==> src/rtl/div_seq_param_if.sv <==
// div_seq_param_if: operand/result bundle and start/done handshake
// for the sequential divider; master drives requests, slave answers.
interface div_seq_param_if #(
  parameter int WIDTH = 16
);
  logic             start;
  logic             signed_op;
  logic [WIDTH-1:0] dividend;
  logic [WIDTH-1:0] divisor;
  logic [WIDTH-1:0] quot;
  logic [WIDTH-1:0] rem;
  logic             busy;
  logic             done;
  logic             div_by_zero;

  modport master (
    output start, signed_op, dividend, divisor,
    input  quot, rem, busy, done, div_by_zero
  );

  modport slave (
    input  start, signed_op, dividend, divisor,
    output quot, rem, busy, done, div_by_zero
  );
endinterface

==> src/rtl/div_seq_param.sv <==
// div_seq_param: WIDTH-bit restoring divider, one quotient bit per cycle.
// Signed mode is built only when DIV_SIGNED_EN is defined.
module div_seq_param #(
  parameter int WIDTH = 16
) (
  input  logic            clk,
  input  logic            rst,
  div_seq_param_if.slave  bus
);
  localparam int CW = $clog2(WIDTH);

  typedef enum logic [1:0] {IDLE, CALC, FIXUP} state_t;

  state_t           state_q, state_d;
  logic [CW-1:0]    cnt_q, cnt_d;
  // dvd shifts dividend bits out at the top, quotient bits in at the bottom
  logic [WIDTH-1:0] dvd_q, dvd_d;
  logic [WIDTH-1:0] dsr_q, dsr_d;
  logic [WIDTH-1:0] part_q, part_d;
  logic [WIDTH-1:0] orig_q, orig_d;
  logic             qneg_q, qneg_d;
  logic             rneg_q, rneg_d;
  logic             zero_q, zero_d;
  logic [WIDTH-1:0] quot_q, quot_d;
  logic [WIDTH-1:0] rem_q, rem_d;
  logic             dbz_q, dbz_d;
  logic             done_q, done_d;

  logic             sgn;
  logic             a_neg, b_neg;
  logic [WIDTH-1:0] a_mag, b_mag;
  logic [WIDTH:0]   shifted;
  logic             ge;
  logic [WIDTH-1:0] trial;

  // operand sign capture and magnitude formation
  always_comb begin
`ifdef DIV_SIGNED_EN
    sgn = bus.signed_op;
`else
    sgn = bus.signed_op & 1'b0;
`endif
    a_neg = sgn & bus.dividend[WIDTH-1];
    b_neg = sgn & bus.divisor[WIDTH-1];
    a_mag = a_neg ? -bus.dividend : bus.dividend;
    b_mag = b_neg ? -bus.divisor : bus.divisor;
  end

  // one restoring step; remainder < divisor, so trial fits WIDTH bits
  always_comb begin
    shifted = {part_q, dvd_q[WIDTH-1]};
    ge      = shifted >= {1'b0, dsr_q};
    trial   = shifted[WIDTH-1:0] - dsr_q;
  end

  // next-state and datapath control
  always_comb begin
    state_d = state_q;
    cnt_d   = cnt_q;
    dvd_d   = dvd_q;
    dsr_d   = dsr_q;
    part_d  = part_q;
    orig_d  = orig_q;
    qneg_d  = qneg_q;
    rneg_d  = rneg_q;
    zero_d  = zero_q;
    quot_d  = quot_q;
    rem_d   = rem_q;
    dbz_d   = dbz_q;
    done_d  = 1'b0;
    unique case (state_q)
      IDLE: begin
        if (bus.start) begin
          dvd_d   = a_mag;
          dsr_d   = b_mag;
          orig_d  = bus.dividend;
          part_d  = '0;
          cnt_d   = '0;
          qneg_d  = a_neg ^ b_neg;
          rneg_d  = a_neg;
          zero_d  = (bus.divisor == '0);
          state_d = CALC;
        end
      end
      CALC: begin
        part_d = ge ? trial : shifted[WIDTH-1:0];
        dvd_d  = {dvd_q[WIDTH-2:0], ge};
        cnt_d  = cnt_q + CW'(1);
        if (cnt_q == CW'(WIDTH - 1)) begin
          state_d = FIXUP;
        end
      end
      FIXUP: begin
        done_d  = 1'b1;
        dbz_d   = zero_q;
        state_d = IDLE;
        if (zero_q) begin
          quot_d = '1;
          rem_d  = orig_q;
        end else begin
          // MIN / -1 falls out naturally: -(2^(W-1)) wraps to MIN
          quot_d = qneg_q ? -dvd_q : dvd_q;
          rem_d  = rneg_q ? -part_q : part_q;
        end
      end
      default: begin
        state_d = IDLE;
      end
    endcase
  end

  // state and datapath registers, synchronous reset
  always_ff @(posedge clk) begin
    if (rst) begin
      state_q <= IDLE;
      cnt_q   <= '0;
      dvd_q   <= '0;
      dsr_q   <= '0;
      part_q  <= '0;
      orig_q  <= '0;
      qneg_q  <= 1'b0;
      rneg_q  <= 1'b0;
      zero_q  <= 1'b0;
      quot_q  <= '0;
      rem_q   <= '0;
      dbz_q   <= 1'b0;
      done_q  <= 1'b0;
    end else begin
      state_q <= state_d;
      cnt_q   <= cnt_d;
      dvd_q   <= dvd_d;
      dsr_q   <= dsr_d;
      part_q  <= part_d;
      orig_q  <= orig_d;
      qneg_q  <= qneg_d;
      rneg_q  <= rneg_d;
      zero_q  <= zero_d;
      quot_q  <= quot_d;
      rem_q   <= rem_d;
      dbz_q   <= dbz_d;
      done_q  <= done_d;
    end
  end

  assign bus.quot        = quot_q;
  assign bus.rem         = rem_q;
  assign bus.busy        = (state_q != IDLE);
  assign bus.done        = done_q;
  assign bus.div_by_zero = dbz_q;
endmodule

==> src/flat_wrapper.sv <==
// flat-port wrapper written by rule: the top's interface ports become plain ports
module div_seq_param_flat 
#(
  parameter int WIDTH = 16
)
  (clk, rst, bus_start, bus_signed_op, bus_dividend, bus_divisor, bus_quot, bus_rem, bus_busy, bus_done, bus_div_by_zero);
  div_seq_param_if #(.WIDTH(WIDTH)) bus_i ();
  input  logic clk;
  input  logic rst;
  input wire logic [$bits(bus_i.start)-1:0] bus_start;
  input wire logic [$bits(bus_i.signed_op)-1:0] bus_signed_op;
  input wire logic [$bits(bus_i.dividend)-1:0] bus_dividend;
  input wire logic [$bits(bus_i.divisor)-1:0] bus_divisor;
  output wire logic [$bits(bus_i.quot)-1:0] bus_quot;
  output wire logic [$bits(bus_i.rem)-1:0] bus_rem;
  output wire logic [$bits(bus_i.busy)-1:0] bus_busy;
  output wire logic [$bits(bus_i.done)-1:0] bus_done;
  output wire logic [$bits(bus_i.div_by_zero)-1:0] bus_div_by_zero;
  assign bus_i.start = bus_start;
  assign bus_i.signed_op = bus_signed_op;
  assign bus_i.dividend = bus_dividend;
  assign bus_i.divisor = bus_divisor;
  assign bus_quot = bus_i.quot;
  assign bus_rem = bus_i.rem;
  assign bus_busy = bus_i.busy;
  assign bus_done = bus_i.done;
  assign bus_div_by_zero = bus_i.div_by_zero;
  div_seq_param #(.WIDTH(WIDTH)) u_core (.clk(clk), .rst(rst), .bus(bus_i));
endmodule
==> config.mk <==
export PLATFORM = sky130hd
export DESIGN_NAME = div_seq_param_flat
export DESIGN_NICKNAME = d
export VERILOG_FILES = /design/src/rtl/div_seq_param_if.sv /design/src/rtl/div_seq_param.sv /design/src/flat_wrapper.sv
export SDC_FILE = /design/constraint.sdc
export NUM_CORES = 1
export LEC_CHECK = 0
export ABC_AREA = 1
export BUFFER_PORTS_ARGS = -buffer_cell sky130_fd_sc_hd__clkbuf_2
export CAP_MARGIN = 10
export CORE_AREA = 5 5 106 108
export DETAILED_ROUTE_END_ITERATION = 10
export DIE_AREA = 0 0 111 113
export PLACE_DENSITY = 0.76
export SYNTH_ARGS = -nofsm -noshare
export SYNTH_HDL_FRONTEND = slang
export SYNTH_SLANG_ARGS = --single-unit
export TNS_END_PERCENT = 10
==> constraint.sdc <==
create_clock -name clk -period 1.82 [get_ports clk]
set_input_delay 0.182 -clock clk [delete_from_list [all_inputs] [get_ports clk]]
set_output_delay 0.182 -clock clk [all_outputs]
set_load 0.03 [all_outputs]
* Yosys cells after proc, flatten, opt, wreduce, memory -nomap -nowiden
Index checks and enable logic that the tools add are counted.
** Storage, ports and cells
- Register bits :: 105
- Latch bits :: 0
- Bits in writable memories :: 0
- Memory bits (read-only) :: 0
- Bits of input ports :: 36
- Output and inout port bits :: 35
- Word-level logic and storage cells :: 39
- Memories kept :: 0
** Cells by class
- $add $sub $neg :: 2
- Multipliers :: 0
- Divide/modulo/power cells :: 0
- Magnitude comparators :: 1
- Equality and inequality tests :: 5
- Shift operators :: 0
- Mux-type cells :: 13
- Bitwise gates (word level) :: 0
- Reduce and logical (&&, ||, !) cells :: 7
** Operators with widths (count)
- two-way mux 16 bit :: 5
- case mux 16 bit (2 select lines) :: 2
- >= comparator 17 x 16 -> 1 bit :: 1
- logical NOT 16 bit :: 1
- subtractor 16 bit :: 1
- case mux 4 bit (2 select lines) :: 1
- AND reduction 2 bit :: 3
- adder 4 x 1 -> 4 bit, second input constant :: 1
- == test 4 bit, second input constant :: 1
- two-way mux 2 bit :: 2
- two-way mux 4 bit :: 1
- case mux 2 bit (2 select lines) :: 1
- nonzero test 2 bit :: 2
- == test 2 x 1 -> 1 bit, second input constant :: 1
- == test 2 bit, second input constant :: 1
- logical NOT 2 bit :: 1
- inequality test 2 x 1 -> 1 bit, second input constant :: 1
- inequality test 2 bit, second input constant :: 1
- two-way mux 1 bit :: 1

* Depth between registers and ports, before layout
- Depth after elaboration :: 3
- Mapped depth :: 16

* Least setup slack after synthesis
No wires, ideal clock.
- Path type :: reg-to-reg
- Start :: register u_core.part_q[12]
- End :: register u_core.part_q[2]
- Data arrival time :: 1704 ps
- Slack :: 58 ps
- Stages on the path, launching flop included :: 16
- Path buffers :: 1
- Period minus slack after synthesis :: 1762 ps
- Cell sequence :: dfxtp_1 > ha_1 > nand2_1 > inv_1 > nand2_1 > inv_1 > nand2_1 > nand2_2 > nor2_8 > nand2_8 > nor2_8 > buf_12 > nand2_2 > nand2_1 > nand2_1 > nand2_1
** On the way
- Longest elaborated chain between the ends :: 3
** Ends and longest elaborated chain
- from (decl) :: line div_seq_param.sv:19 : logic [WIDTH-1:0] part_q, part_d;
- from (signal assigned) :: line div_seq_param.sv:133 : part_q <= part_d;
- >= comparator 17 x 16 -> 1 bit :: line div_seq_param.sv:52 : ge = shifted >= {1'b0, dsr_q};
- two-way mux 16 bit :: line div_seq_param.sv:86 : part_d = ge ? trial : shifted[WIDTH-1:0];
- case mux 16 bit (2 select lines) :: line div_seq_param.sv:71 : unique case (state_q)
No other way between the ends.
A chain may end at the register's enable or synchronous reset.

* Final worst setup path
- Start :: register u_core.part_q[5]
- End :: register u_core.part_q[7]
** On the way
- Longest elaborated chain between the ends :: 3
- Elaborated cells on any way between the ends :: 4
- Classes of those cells :: add/sub (1); order compare (1); mux (2)
** Ends and longest elaborated chain (line)
- subtractor 16 bit or >= comparator 17 x 16 -> 1 bit (tied branches) :: div_seq_param.sv:53, div_seq_param.sv:52
- two-way mux 16 bit (*) :: div_seq_param.sv:86
- case mux 16 bit (2 select lines) (*) :: div_seq_param.sv:71
Every way passes the cells marked *; elsewhere a longest branch is shown, timed or not.

==> flow_summary.toml <==
[status]
outcome = "finished with violations"
violations = "negative setup slack"

[routing]
routedWlPerCell_um = 15.4
drc = 0
ant_nets = 0
viasPerCell = 5.37
drtPass1Iterations = 6
vias = 5358
wl_um = 15300
drtIter0Drc = 398

[power_and_ir_drop]
clkPwrFrac = 0.202
ir_drop_v = 0.000643
power.switching_w = 0.00296
pwr-share-seq = 0.343
power_density_nw_per_um2 = 1120
p_leak_nw = 3.16
fin_total_pwr_w = 0.00756
p_comb_frac = 0.455
switching_share = 0.391
cell_internal_pwr_w = 0.00461

[sta]
fin_crit_ps = 1910
hold_viol_final = 0
layout_setup_ws_ps = -90.8
skew_ps = 21.2
rsz0062_at_grt = "true"
fin_tns_setup_ps = -916
slew_violations = 0
tightest_slew_ps = 779
setup_viol = 17
holdWs_ps = 43.6
min_period_over_period = 1.05
max-slew-margin-rel = 0.479
fmax_mhz = 523

[floorplan]
die_area_um2 = 12500
fp.dieH_um = 113
start_util = 0.506
core_um2 = 10100
die_w_um = 111
num_rows = 37
io-pin-count = 71

[min_path]
worstHoldPathType = "in2reg"

[grt]
track_usage = 0.238
grt_pass1_wl_um = 24700
grt_max_degree = 45
overflow = 0
grt_pass1_vias = 5232
antenna_found_initial = 0

[layout]
diodes = 0
seqCellArea_um2 = 2130
fillCellCount = 845
drive_gt1_frac = 0.336
instances_no_fill = 997
num-nets-final = 910
syn2layout_area_growth_pct = 31.7
post-route-util = 0.666
multiInputGateArea_um2 = 2970

[synthesis]
syn-instance-count = 724
ys_ff_latch = 105
synth_edf_count = 0
syn_area_um2 = 5130
synth.distinct_cells = 38
synth.avg_cell_area_um2 = 7.09
yosys_warnings = 0
synthArstFlopShare = 0
synth_ff_type = "dfxtp_1"
synth_fp_nets = 778
ys_seq_area_frac = 0.410

[cts]
cts_root_buf = "clkbuf_8"
clockBufferDepth = 2
cts_max_level = 3
cts.hold.buffers_added = 0
clock_latency_ps = 390
clkTransAtPathRegs_ps = 130
numCtsBuffers = 9
cts_tree = "built"
cts.sinks = 105

[critical_path]
cp-end-kind = "flip-flop"
cp_data_required_time_ps = 2150
startpoint_type = "flip-flop"
arrival_ps = 2240
cp_max_fo = 4
crit_type = "reg2reg"

[flow_run]
cap_violations = 0

[place]
post-place-cells = 973
dp_hpwl_um = 10600
place_congestion = 0.934
io_buffers = 69
[cell usage after synthesis (6+ instances only)]
| library cell | instances | area (µm²) |
|---|---|---|
| nand3_1 | 38 | 190 |
| ha_1 | 17 | 213 |
| nor2_1 | 27 | 101 |
| inv_2 | 10 | 37.5 |
| inv_1 | 48 | 180 |
| a21oi_1 | 81 | 405 |
| nand2_1 | 237 | 890 |
| a31oi_1 | 16 | 100 |
| clkbuf_1 | 26 | 97.6 |
| xnor2_1 | 6 | 52.6 |
| o21ai_0 | 51 | 255 |
| dfxtp_1 | 105 | 2100 |
| nand2_2 | 12 | 75.1 |
| nor3_1 | 6 | 30.0 |
[worst paths after layout]
kind / end / start / depth (start not counted) / slack, ps
max: u_core.part_q[7]$_SDFFE_PP0P_ / u_core.part_q[5]$_SDFFE_PP0P_ / 15 / -90
min reg2reg: u_core.orig_q[11]$_SDFFE_PP0P_ / u_core.orig_q[11]$_SDFFE_PP0P_ / 2 / 470
min: u_core.orig_q[1]$_SDFFE_PP0P_ / bus_dividend[1] / 3 / 40
max reg2reg: u_core.part_q[7]$_SDFFE_PP0P_ / u_core.part_q[5]$_SDFFE_PP0P_ / 15 / -90
[logic make-up (layout without fill, tap and decap cells)]
kind of cell             count (synthesis)  in the layout  share of synthesized area
XOR/XNOR                                11             11                     0.0188
adder cells (fa/ha/maj)                 18             18                     0.0454
AO/OA/AOI/OAI                          156            156                      0.161
AND/OR/NAND/NOR                        339            340                      0.287
flip-flops                             105            105                      0.410
buffers and inverters                   95            231                     0.0788
[layout make-up]
| cell class | instances | share of cell area |
|---|---|---|
| Sequential cell | 105 | 0.315 |
| Inverter | 61 | 0.0350 |
| Timing Repair Buffer | 154 | 0.153 |
| Clock buffer | 9 | 0.0183 |
| Clock inverter | 7 | 0.0135 |
| Tap cell | 136 | 0.0252 |
| Multi-Input combinational cell | 525 | 0.439 |
[power by group through the flow]
stage,Sequential [W],Combinational [W],Clock (W)
2_1_floorplan,0.00259,0.00174,0
4_1_cts,0.00258,0.00313,0.00155
6_report,0.00259,0.00344,0.00153
3_5_place_dp,0.00259,0.00280,0
5_1_grt,0.00261,0.00375,0.00164
3_3_place_gp,0.00258,0.00273,0
[cells in the final DEF, fill, tap and decap left out, types with 2 or more instances in the layout]
cell type,n
inv_4,3
nand2_1,225
xor2_1,5
buf_4,76
buf_6,7
clkbuf_2,69
a31oi_1,16
nor2_2,7
nor2_1,21
a21oi_1,78
nand4_1,2
dfxtp_2,20
nor2_4,6
nand2_4,5
clkbuf_8,9
dfxtp_1,84
buf_12,2
inv_2,22
inv_1,34
nor2_8,2
nand2_2,20
o21bai_1,2
clkinv_1,2
nor3_1,5
clkinv_8,3
nor4_1,3
inv_6,3
nand3_2,7
ha_4,15
nand3_1,32
xnor2_1,6
o21ai_0,50
a21oi_2,5
[sequential cells by signal, summed over array words and instances, names as in the netlist]
signal                  count
u_core.bus.quot            16
u_core.dsr_q               16
u_core.cnt_q                4
u_core.zero_q               1
u_core.orig_q              16
u_core.state_q              2
u_core.bus.done             1
u_core.bus.rem             16
u_core.bus.div_by_zero      1
u_core.dvd_q               16
u_core.part_q              16
[per-layer routing]
metal / up-vias / track usage / wire length (µm)
met2: 220 / 0.422 / 7530
met4: 0 / 0.0821 / 441
met5: - / 0 / 0
li1: 2621 / - / -
met1: 2474 / 0.288 / 6310
met3: 43 / 0.0481 / 1070
[metrics by stage]
| step | worst slack (ps) | instance area [µm²] |
|---|---|---|
| 3_5_place_dp | -138 | 6080 |
| 4_1_cts | -11.8 | 6580 |
| 2_1_floorplan | 58.4 | 5130 |
| 6_report | -90.8 | 6760 |
| 5_1_grt | -212 | 6760 |
| 3_3_place_gp | -107 | 6080 |
[critical path, cell delays in order, from the launching register on]
cell     delay (ps)
dfxtp_2         360
ha_4            250
nand2_1          60
nand2_1          90
nand2_1          80
nand2_1          80
inv_2            70
nand3_2         110
nand2_4         140
nand2_8          90
nor2_4          170
buf_6           130
nand2_2          40
nand2_1          40
nand2_1          40
nand2_1          80
[timing repair]
item                       in CTS  in global routing
pin swaps                      13                 27
setup buffers                   0                  7
gates resized for setup        58                 42
gates cloned                    1                  0
setup endpoints to repair      17                 17
Note: power is estimated with default switching activity, not from simulation.
